===== src/rtl/baud_pkg.sv =====
// Shared constants and the default-divisor helper for the baud rate generator.
package baud_pkg;

   localparam int unsigned OVERSAMPLE_DEF = 16;
   localparam int unsigned DIV_W_DEF      = 16;
   localparam int unsigned FRAC_W         = 4;

   // Round-to-nearest clk cycles per oversample tick; 0 when the rate product is 0.
   function automatic int unsigned calc_div(input int unsigned clk_hz,
                                            input int unsigned baud,
                                            input int unsigned os);
      longint unsigned w_den;
      w_den = 64'(baud) * 64'(os);
      if (w_den == 64'd0) return 32'd0;
      return 32'((64'(clk_hz) + (w_den >> 1)) / w_den);
   endfunction

endpackage


===== src/rtl/baud_prescaler.sv =====
// Divisor registers, staged reload, optional fractional accumulator and os_tick.
// Fractional division is built only when BAUD_GEN_FRAC_EN is defined.
module baud_prescaler
   import baud_pkg::*;
#(
   parameter int unsigned DIV_W   = DIV_W_DEF,
   parameter int unsigned DIV_RST = 1
) (
   input  logic              clk,
   input  logic              rst_n,
   input  logic              i_en,
   input  logic              i_sync,
   input  logic [DIV_W-1:0]  i_div_value,
   input  logic [FRAC_W-1:0] i_div_frac,
   input  logic              i_div_load,
   output logic              o_os_tick,
   output logic              o_wrap_c,
   output logic [DIV_W-1:0]  o_div_active
);

   logic [DIV_W-1:0] r_div_active;
   logic [DIV_W-1:0] r_stage_div;
   logic             r_stage_vld;
   logic [DIV_W-1:0] r_pcnt;
   logic             r_os_tick;

   logic [DIV_W-1:0] w_d_eff;
   logic [DIV_W-1:0] w_term;
   logic             w_carry;
   logic             w_wrap;
   logic             w_load_now;
   logic             w_stage_set;
   logic             w_apply;

   // A load takes effect at once when idle or restarting, otherwise waits for the wrap.
   assign w_load_now  = i_div_load & (i_sync | ~i_en);
   assign w_stage_set = i_div_load & i_en & ~i_sync;
   assign w_apply     = w_wrap & r_stage_vld;

   assign w_d_eff = (r_div_active == '0) ? DIV_W'(1) : r_div_active;
   assign w_term  = w_d_eff - DIV_W'(1) + DIV_W'(w_carry);
   // >= keeps an immediate shrink of the divisor from running the counter past its end.
   assign w_wrap  = i_en & ~i_sync & (r_pcnt >= w_term);

`ifdef BAUD_GEN_FRAC_EN
   logic [FRAC_W-1:0] r_frac_active;
   logic [FRAC_W-1:0] r_stage_frac;
   logic [FRAC_W-1:0] r_acc;
   logic [FRAC_W:0]   w_acc_sum;

   // The carry of this period's accumulation stretches this period by one cycle.
   assign w_acc_sum = {1'b0, r_acc} + {1'b0, r_frac_active};
   assign w_carry   = w_acc_sum[FRAC_W];

   always_ff @(posedge clk or negedge rst_n) begin
      if (!rst_n) begin
         r_frac_active <= '0;
         r_stage_frac  <= '0;
         r_acc         <= '0;
      end else begin
         if (w_load_now)
            r_frac_active <= i_div_frac;
         else if (w_apply)
            r_frac_active <= r_stage_frac;
         if (w_stage_set)
            r_stage_frac <= i_div_frac;
         if (i_sync)
            r_acc <= '0;
         else if (w_wrap)
            r_acc <= w_acc_sum[FRAC_W-1:0];
      end
   end
`else
   logic w_unused_frac;

   assign w_carry       = 1'b0;
   assign w_unused_frac = ^i_div_frac;
`endif

   // Active and staged divisor.
   always_ff @(posedge clk or negedge rst_n) begin
      if (!rst_n) begin
         r_div_active <= DIV_W'(DIV_RST);
         r_stage_div  <= '0;
         r_stage_vld  <= 1'b0;
      end else begin
         if (w_load_now)
            r_div_active <= i_div_value;
         else if (w_apply)
            r_div_active <= r_stage_div;

         if (w_stage_set) begin
            r_stage_div <= i_div_value;
            r_stage_vld <= 1'b1;
         end else if (w_load_now || w_apply) begin
            r_stage_vld <= 1'b0;
         end
      end
   end

   // Prescaler count and registered os_tick.
   always_ff @(posedge clk or negedge rst_n) begin
      if (!rst_n) begin
         r_pcnt    <= '0;
         r_os_tick <= 1'b0;
      end else if (i_sync) begin
         r_pcnt    <= '0;
         r_os_tick <= 1'b0;
      end else if (i_en) begin
         r_pcnt    <= w_wrap ? '0 : r_pcnt + DIV_W'(1);
         r_os_tick <= w_wrap;
      end else begin
         r_os_tick <= 1'b0;
      end
   end

   assign o_os_tick    = r_os_tick;
   assign o_wrap_c     = w_wrap;
   assign o_div_active = r_div_active;

endmodule


===== src/rtl/baud_gen.sv =====
// UART baud rate generator: oversample tick, bit tick and 50% baud clock.
// Define BAUD_GEN_FRAC_EN to enable fractional (sixteenths) division.
module baud_gen
   import baud_pkg::*;
#(
   parameter int unsigned CLK_FREQ_HZ  = 100_000_000,
   parameter int unsigned BAUD_DEFAULT = 9600,
   parameter int unsigned OVERSAMPLE   = OVERSAMPLE_DEF,
   parameter int unsigned DIV_W        = DIV_W_DEF
) (
   input  logic              clk,
   input  logic              reset,
   input  logic              en,
   input  logic              sync,
   input  logic [DIV_W-1:0]  div_value,
   input  logic [FRAC_W-1:0] div_frac,
   input  logic              div_load,
   output logic              os_tick,
   output logic              baud_tick,
   output logic              baud_clk,
   output logic [DIV_W-1:0]  div_active
);

   localparam int unsigned OS_W    = (OVERSAMPLE > 1) ? $clog2(OVERSAMPLE) : 1;
   localparam int unsigned DIV_RST = calc_div(CLK_FREQ_HZ, BAUD_DEFAULT, OVERSAMPLE);
   localparam logic [OS_W-1:0] OS_LAST = OS_W'(OVERSAMPLE - 1);
   localparam logic [OS_W-1:0] OS_HALF = OS_W'(OVERSAMPLE / 2);

   logic            w_wrap;
   logic [OS_W-1:0] w_os_nxt;
   logic [OS_W-1:0] r_os_cnt;
   logic            r_baud_tick;
   logic            r_baud_clk;

   baud_prescaler #(
      .DIV_W   (DIV_W),
      .DIV_RST (DIV_RST)
   ) u_prescaler (
      .clk          (clk),
      .rst_n        (reset),
      .i_en         (en),
      .i_sync       (sync),
      .i_div_value  (div_value),
      .i_div_frac   (div_frac),
      .i_div_load   (div_load),
      .o_os_tick    (os_tick),
      .o_wrap_c     (w_wrap),
      .o_div_active (div_active)
   );

   assign w_os_nxt = (r_os_cnt == OS_LAST) ? '0 : r_os_cnt + OS_W'(1);

   // Oversample counter advances on the same edge that raises os_tick.
   always_ff @(posedge clk or negedge reset) begin
      if (!reset) begin
         r_os_cnt    <= '0;
         r_baud_tick <= 1'b0;
         r_baud_clk  <= 1'b1;
      end else if (sync) begin
         r_os_cnt    <= '0;
         r_baud_tick <= 1'b0;
         r_baud_clk  <= 1'b1;
      end else if (w_wrap) begin
         r_os_cnt    <= w_os_nxt;
         r_baud_tick <= (r_os_cnt == OS_LAST);
         r_baud_clk  <= (w_os_nxt < OS_HALF);
      end else begin
         r_baud_tick <= 1'b0;
      end
   end

   assign baud_tick = r_baud_tick;
   assign baud_clk  = r_baud_clk;

endmodule


===== config.mk =====
export PLATFORM = sky130hd
export DESIGN_NAME = baud_gen
export DESIGN_NICKNAME = d
export VERILOG_FILES = /design/src/rtl/baud_pkg.sv /design/src/rtl/baud_prescaler.sv /design/src/rtl/baud_gen.sv
export SDC_FILE = /design/constraint.sdc
export NUM_CORES = 1
export LEC_CHECK = 0
export ABC_AREA = 1
export CAP_MARGIN = 20
export CORE_MARGIN = 4
export CORE_UTILIZATION = 25
export CTS_BUF_LIST = sky130_fd_sc_hd__clkbuf_4 sky130_fd_sc_hd__clkbuf_8
export DETAILED_ROUTE_END_ITERATION = 16
export SYNTH_ARGS = -nofsm -noshare
export SYNTH_HDL_FRONTEND = slang
export SYNTH_HIERARCHICAL = 1
export SYNTH_SLANG_ARGS = --single-unit

===== constraint.sdc =====
create_clock -name clk -period 4.66 [get_ports clk]
set_input_delay 0.699 -clock clk [delete_from_list [all_inputs] [get_ports clk]]
set_output_delay 0.699 -clock clk [all_outputs]
set_load 0.02 [all_outputs]

### After elaboration in Yosys (flattened, before gate mapping)

Index checks and enable logic that the tools add are counted.

* register bits: 56
* input port bits: 25
* output and inout bits: 19
* word-level logic and storage cells: 46

* add/sub/neg operators: 3
* magnitude comparators: 2
* eq/ne operators: 1
* mux-type cells: 17
* bitwise logic cells: 9
* reduce and logical (&&, ||, !) cells: 6

Operators by type and width (count)
* 16-bit two-way mux: 6
* 16-bit by 1-bit adder with 16-bit output (second input constant): 1
* 16-bit >= comparator: 1
* 16-bit zero test: 1
* 16-bit by 1-bit subtractor with 16-bit output (second input constant): 1
* 4-bit two-way mux: 3
* 1-bit two-way mux: 8
* 2-bit nonzero test: 4
* 1-bit bitwise AND: 6
* 4-bit by 1-bit adder with 4-bit output (second input constant): 1
* 4-bit equality test (second input constant): 1
* 4-bit less-than comparator (second input constant): 1
* 1-bit inverter: 2
* 1-bit logical OR: 1
* 1-bit bitwise OR: 1

### Logic depth before layout (Yosys ltp)

Gate-level depths: netlist of the first run.

* depth after elaboration: 9
* mapped depth: 27
* depth with buffers taken out: 25

### Cells and area by module

Netlist of the first run, hierarchy kept.

By module, submodules not included
* baud_prescaler: times used 1, cells each 424, area each 3125.5 µm², sequential area each 1257.5 µm²
* baud_gen: times used 1, cells each 37, area each 315.3 µm², sequential area each 151.4 µm²

### Worst setup path after synthesis of the first run

OpenSTA, ideal clock, no wires.

* path type: register to register
* from: reg u_prescaler.r_div_active[9], in the netlist u_prescaler/o_div_active[9]
* to: reg r_os_cnt[2]
* library setup time: 0.116 ns
* arrival time: 3.436 ns
* required time: 4.544 ns
* path slack: 1.108 ns
* stages on the path, launching flop included: 23
* buffers on the path: 1
* clock period less this slack: 3.552 ns
* cells stage by stage: dfstp_2 -> nor2_1 -> nand2_1 -> nor2_1 -> a31oi_1 -> ha_1 -> nand3_1 -> nor2_1 -> nand3_1 -> nor2_1 -> xor2_1 -> inv_1 -> ha_1 -> nand2_1 -> o21ai_0 -> a21oi_1 -> nand2_2 -> nand2_1 -> inv_1 -> or2_1 -> buf_6 -> a21oi_2 -> nor2_2

* cells in the longest elaborated chain, start to end: 6

RTL lines
* start: declaration: line baud_prescaler.sv:21 `logic [DIV_W-1:0] r_div_active;`
* start signal: assignment: line baud_prescaler.sv:83 `r_div_active <= DIV_W'(DIV_RST);`
* start signal: assignment: line baud_prescaler.sv:88 `r_div_active <= i_div_value;`
* start signal: assignment: line baud_prescaler.sv:90 `r_div_active <= r_stage_div;`
* 16-bit zero test: line baud_prescaler.sv:40 `assign w_d_eff = (r_div_active == '0) ? DIV_W'(1) : r_div_active;`
* 16-bit two-way mux (*): line baud_prescaler.sv:40
* 16-bit by 1-bit subtractor with 16-bit output (*): line baud_prescaler.sv:41 `assign w_term = w_d_eff - DIV_W'(1) + DIV_W'(w_carry);`
* 16-bit >= comparator (*): line baud_prescaler.sv:43 `assign w_wrap = i_en & ~i_sync & (r_pcnt >= w_term);`
* 1-bit bitwise AND (*): line baud_prescaler.sv:43
* via w_wrap: line baud_gen.sv:29 `logic w_wrap;`
* 2-bit nonzero test (no line) (*)
* end signal: assignment: line baud_gen.sv:64 `r_os_cnt <= w_os_nxt;`
* end: declaration: line baud_gen.sv:31 `logic [OS_W-1:0] r_os_cnt;`

Mark *: on every way through the listed nets, which the timed path passes. The rest lies on a longest branch.
A chain may end at the register's enable or synchronous reset.

### Worst setup path after layout of the first run

Same ends and word-level chain as after synthesis.

==> impl_metrics.py, run 1 <==
metrics = {
    "worst_setup_path": {
        "max_stage_delay_ps": 610,
        "arrival_ps": 4190,
        "worstSetupPathType": "reg -> reg",
        "crit_family": "simple AND/OR/NAND/NOR gates",
        "crit_buf_inv": 3,
        "worstRegToRegCells": 22,
        "rr_endpoint": "r_os_cnt[2]",
        "reg2reg_from": "u_prescaler/o_div_active[9]",
        "crit_fanout": 6,
        "r2r_slack_ps": 680,
        "cp-end-kind": "flip-flop",
        "path_cells": "nor2_1 > nand2_1 > nor2_1 > a31oi_1 > ha_1 > nand3_1 > nor2_1 > nand3_1 > nor2_1 > xor2_1 > inv_1 > ha_1 > nand2_1 > nor3_1 > nand2_1 > nand2_2 > nand2_1 > inv_1 > or2_1 > clkinv_4 > nor2_2 > nor2_2",
        "cp-start-kind": "flip-flop",
        "cp_slowest_cell": "dfstp_2",
        "required_ps": 4880,
    },
    "floorplan": {
        "die_w_um": 125,
        "fp.dieH_um": 125,
        "coreArea_um2": 13300,
        "num_io_pins": 44,
        "start_util_pct": 25.8,
        "die-area_um2": 15700,
        "num_rows": 42,
    },
    "clock_network": {
        "ctsResizeCount": 0,
        "cts_buffer_depth": 2,
        "clock-root-buffer": "clkbuf_8",
        "post-cts-setup-buffers": 0,
        "hold_buffers": 0,
        "cts_htree_levels": 2,
        "clkLatencyLatePin_ps": 310,
        "cts_tree": "done",
        "cts_sinks": 56,
        "clkTransAtPathRegs_ps": 100,
        "cts_buffers": 5,
    },
    "status": {
        "outcome": "completed",
    },
    "synthesis": {
        "ys_seq_elements": 56,
        "syn_area_per_cell_um2": 7.46,
        "synth-edff-count": 0,
        "syn_inst": 461,
        "ys_seq_area_share_pct": 40.9,
        "synth_ff_type": "dfrtp_1",
        "ys_warn_count": 6,
        "syn_nets": 505,
        "ys_types": 33,
        "synthArstFlopShare_pct": 100,
        "syn-cell-area_um2": 3440,
    },
    "layout": {
        "fillers": 1490,
        "drive_gt1_share_pct": 5.63,
        "multi_input_area_um2": 1730,
        "nNetsFinal": 540,
        "syn_to_final_growth_pct": 18.7,
        "antenna_cells": 0,
        "seq_area_um2": 1410,
    },
    "sta": {
        "fin_crit_sh_pct": 85.4,
        "setup_viol": 0,
        "worst_pin_slew_ps": 895,
        "fmaxAchievable_ghz": 0.251,
        "whs_ps": 482,
        "rsz0062_at_grt": "false",
        "slew_violations": 0,
        "fin_worst_skew_ps": 7.99,
        "final.setup.tns_ps": 0,
        "hold_viol_final": 0,
        "fin_crit_ps": 3980,
        "relSlewSlack_pct": 40.2,
    },
    "hold_path": {
        "hp-start": "baud_clk",
        "holdPathEnd": "baud_clk",
        "hold_path.class": "reg -> reg",
        "whs_path_depth": 2,
    },
    "place": {
        "place_hpwl_um": 6090,
        "numPortBuffers": 39,
        "gp_congestion": 0.826,
    },
    "grt": {
        "grt_overflow_total": 0,
        "antenna_found_initial": 0,
        "grt_usage_pct": 10.4,
        "grt_pass1_vias": 2927,
        "grt_max_degree": 57,
        "grt_first_pass_wirelength_um": 13900,
    },
    "route": {
        "dr.pass1.iters": 6,
        "wl_per_cell_um": 11.8,
        "drc": 0,
        "drtAntennaViolNets": 0,
        "routed_wl_um": 7970,
        "vias_per_cell": 4.44,
        "num_vias": 2991,
        "initialDrtViolationCount": 102,
    },
    "pwr": {
        "leakage_nw": 1.96,
        "power_density_nw_per_um2": 305,
        "peakVddDrop_uv": 138,
    },
    "flow_run": {
        "drv_cap": 0,
    },
}
==> cells in the mapped netlist, types with 4 or more instances <==
cell / number / area [um^2]
xor2_1: 12 / 105
dfstp_2: 6 / 158
xnor2_1: 5 / 43.8
ha_1: 19 / 238
nor3_1: 11 / 55.1
a21oi_1: 10 / 50.1
nor2_1: 29 / 109
clkbuf_1: 4 / 15.0
nand4_1: 5 / 31.3
buf_2: 4 / 20.0
nand2_1: 134 / 503
dfrtp_1: 50 / 1250
nand3_1: 38 / 190
o21ai_0: 47 / 235
inv_1: 57 / 214
==> kinds of logic (layout without fill, tap and decap cells) <==
group                    Yosys count  after routing  synth area share [%]
buffers and inverters             72            108                  8.69
XOR/XNOR                          17             17                  4.33
AND/OR/NAND/NOR                  229            229                  28.7
AO/OA/AOI/OAI                     68             68                  10.4
flip-flops                        56             56                  40.9
adder cells (fa/ha/maj)           19             19                  6.91
==> worst register-to-register path, cell delays in order, from the launching register on <==
cell,delay (ps)
dfstp_2,610
nor2_1,80
nand2_1,80
nor2_1,60
a31oi_1,360
ha_1,270
nand3_1,140
nor2_1,250
nand3_1,160
nor2_1,140
xor2_1,150
inv_1,50
ha_1,260
nand2_1,80
nor3_1,210
nand2_1,120
nand2_2,120
nand2_1,110
inv_1,100
or2_1,280
clkinv_4,110
nor2_2,110
nor2_2,50
==> sequential cells by signal, summed over array words and instances, names as in the netlist <==
name and flops:
baud_clk 1, baud_tick 1, r_os_cnt 4, u_prescaler/o_div_active 16, u_prescaler/o_os_tick 1, u_prescaler/r_pcnt 16
u_prescaler/r_stage_div 16, u_prescaler/r_stage_vld 1
==> where the power goes <==
part / internal [mW] / leakage (nW) / switching (mW)
logic: 0.150 / 1.19 / 0.208
registers: 0.541 / 0.720 / 0.0574
clock network: 0.127 / 0.0479 / 0.164
total: 0.818 / 1.96 / 0.429
==> how the worst max path moves through the flow <==
| stage | start | to | slack, ps | cells after the start |
|---|---|---|---|---|
| floorplan | u_prescaler/o_div_active[9] | r_os_cnt[2] | 1110 | 22 |
| finish | u_prescaler/o_div_active[9] | r_os_cnt[2] | 680 | 22 |
| global placement | u_prescaler/o_div_active[9] | r_os_cnt[2] | 800 | 21 |
| global route | u_prescaler/o_div_active[9] | r_os_cnt[2] | 290 | 22 |
| CTS | u_prescaler/o_div_active[9] | r_os_cnt[2] | 650 | 22 |
| detailed placement | u_prescaler/o_div_active[9] | r_os_cnt[2] | 670 | 22 |
==> layer usage <==
layer / wire length, um / track usage, %
met1: 3740 / 13.3
met2: 3900 / 18.3
met3: 197 / 1.96
met4: 133 / 2.61
met5: 0 / 0
==> layout by cell type (no fill, tap or decap), types with 2 or more instances in the layout <==
| master | instances |
|---|---|
| inv_1 | 57 |
| nand2_1 | 134 |
| o22ai_1 | 3 |
| ha_1 | 19 |
| nor2_1 | 29 |
| o21ai_0 | 47 |
| o21bai_1 | 3 |
| nand3b_1 | 2 |
| nor3_1 | 11 |
| xor2_1 | 12 |
| clkbuf_8 | 6 |
| dfstp_2 | 6 |
| a21oi_1 | 10 |
| nand3_1 | 38 |
| xnor2_1 | 5 |
| clkdlybuf4s50_1 | 38 |
| a31oi_1 | 3 |
| dfrtp_1 | 50 |
| nor2_2 | 3 |
| nand4_1 | 5 |
| nand2_2 | 2 |
| inv_2 | 2 |
==> layout make-up <==
type,count,share of cell area (%)
Timing Repair Buffer,40,9.62
Clock inverter,1,0.184
Tap cell,176,5.39
Sequential cell,56,34.5
Clock buffer,7,2.21
Inverter,60,5.64
Multi-Input combinational cell,333,42.4
==> per-stage QoR <==
stage	instances	instance area [um^2]	power (mW)	util [%]	setup WS, ps
global placement	665	3990	0.952	29.9	804
CTS	673	4080	1.26	30.6	648
finish	673	4080	1.25	30.6	681
global route	673	4080	1.33	30.6	287
floorplan	461	3440	0.831	-	1110
detailed placement	665	3990	0.968	29.9	674
(Power assumes the default switching activity.)
==> run 2: changes to the inputs <==
--- a/config.mk
+++ b/config.mk
@@ -11,6 +11,7 @@
 export CORE_UTILIZATION = 25
 export CTS_BUF_LIST = sky130_fd_sc_hd__clkbuf_4 sky130_fd_sc_hd__clkbuf_8
 export DETAILED_ROUTE_END_ITERATION = 16
+export SLEW_MARGIN = 25
 export SYNTH_ARGS = -nofsm -noshare
 export SYNTH_HDL_FRONTEND = slang
 export SYNTH_HIERARCHICAL = 1
==> results of run 2 <==
The final DEF is identical to that of run 1; final timing and power are the same.
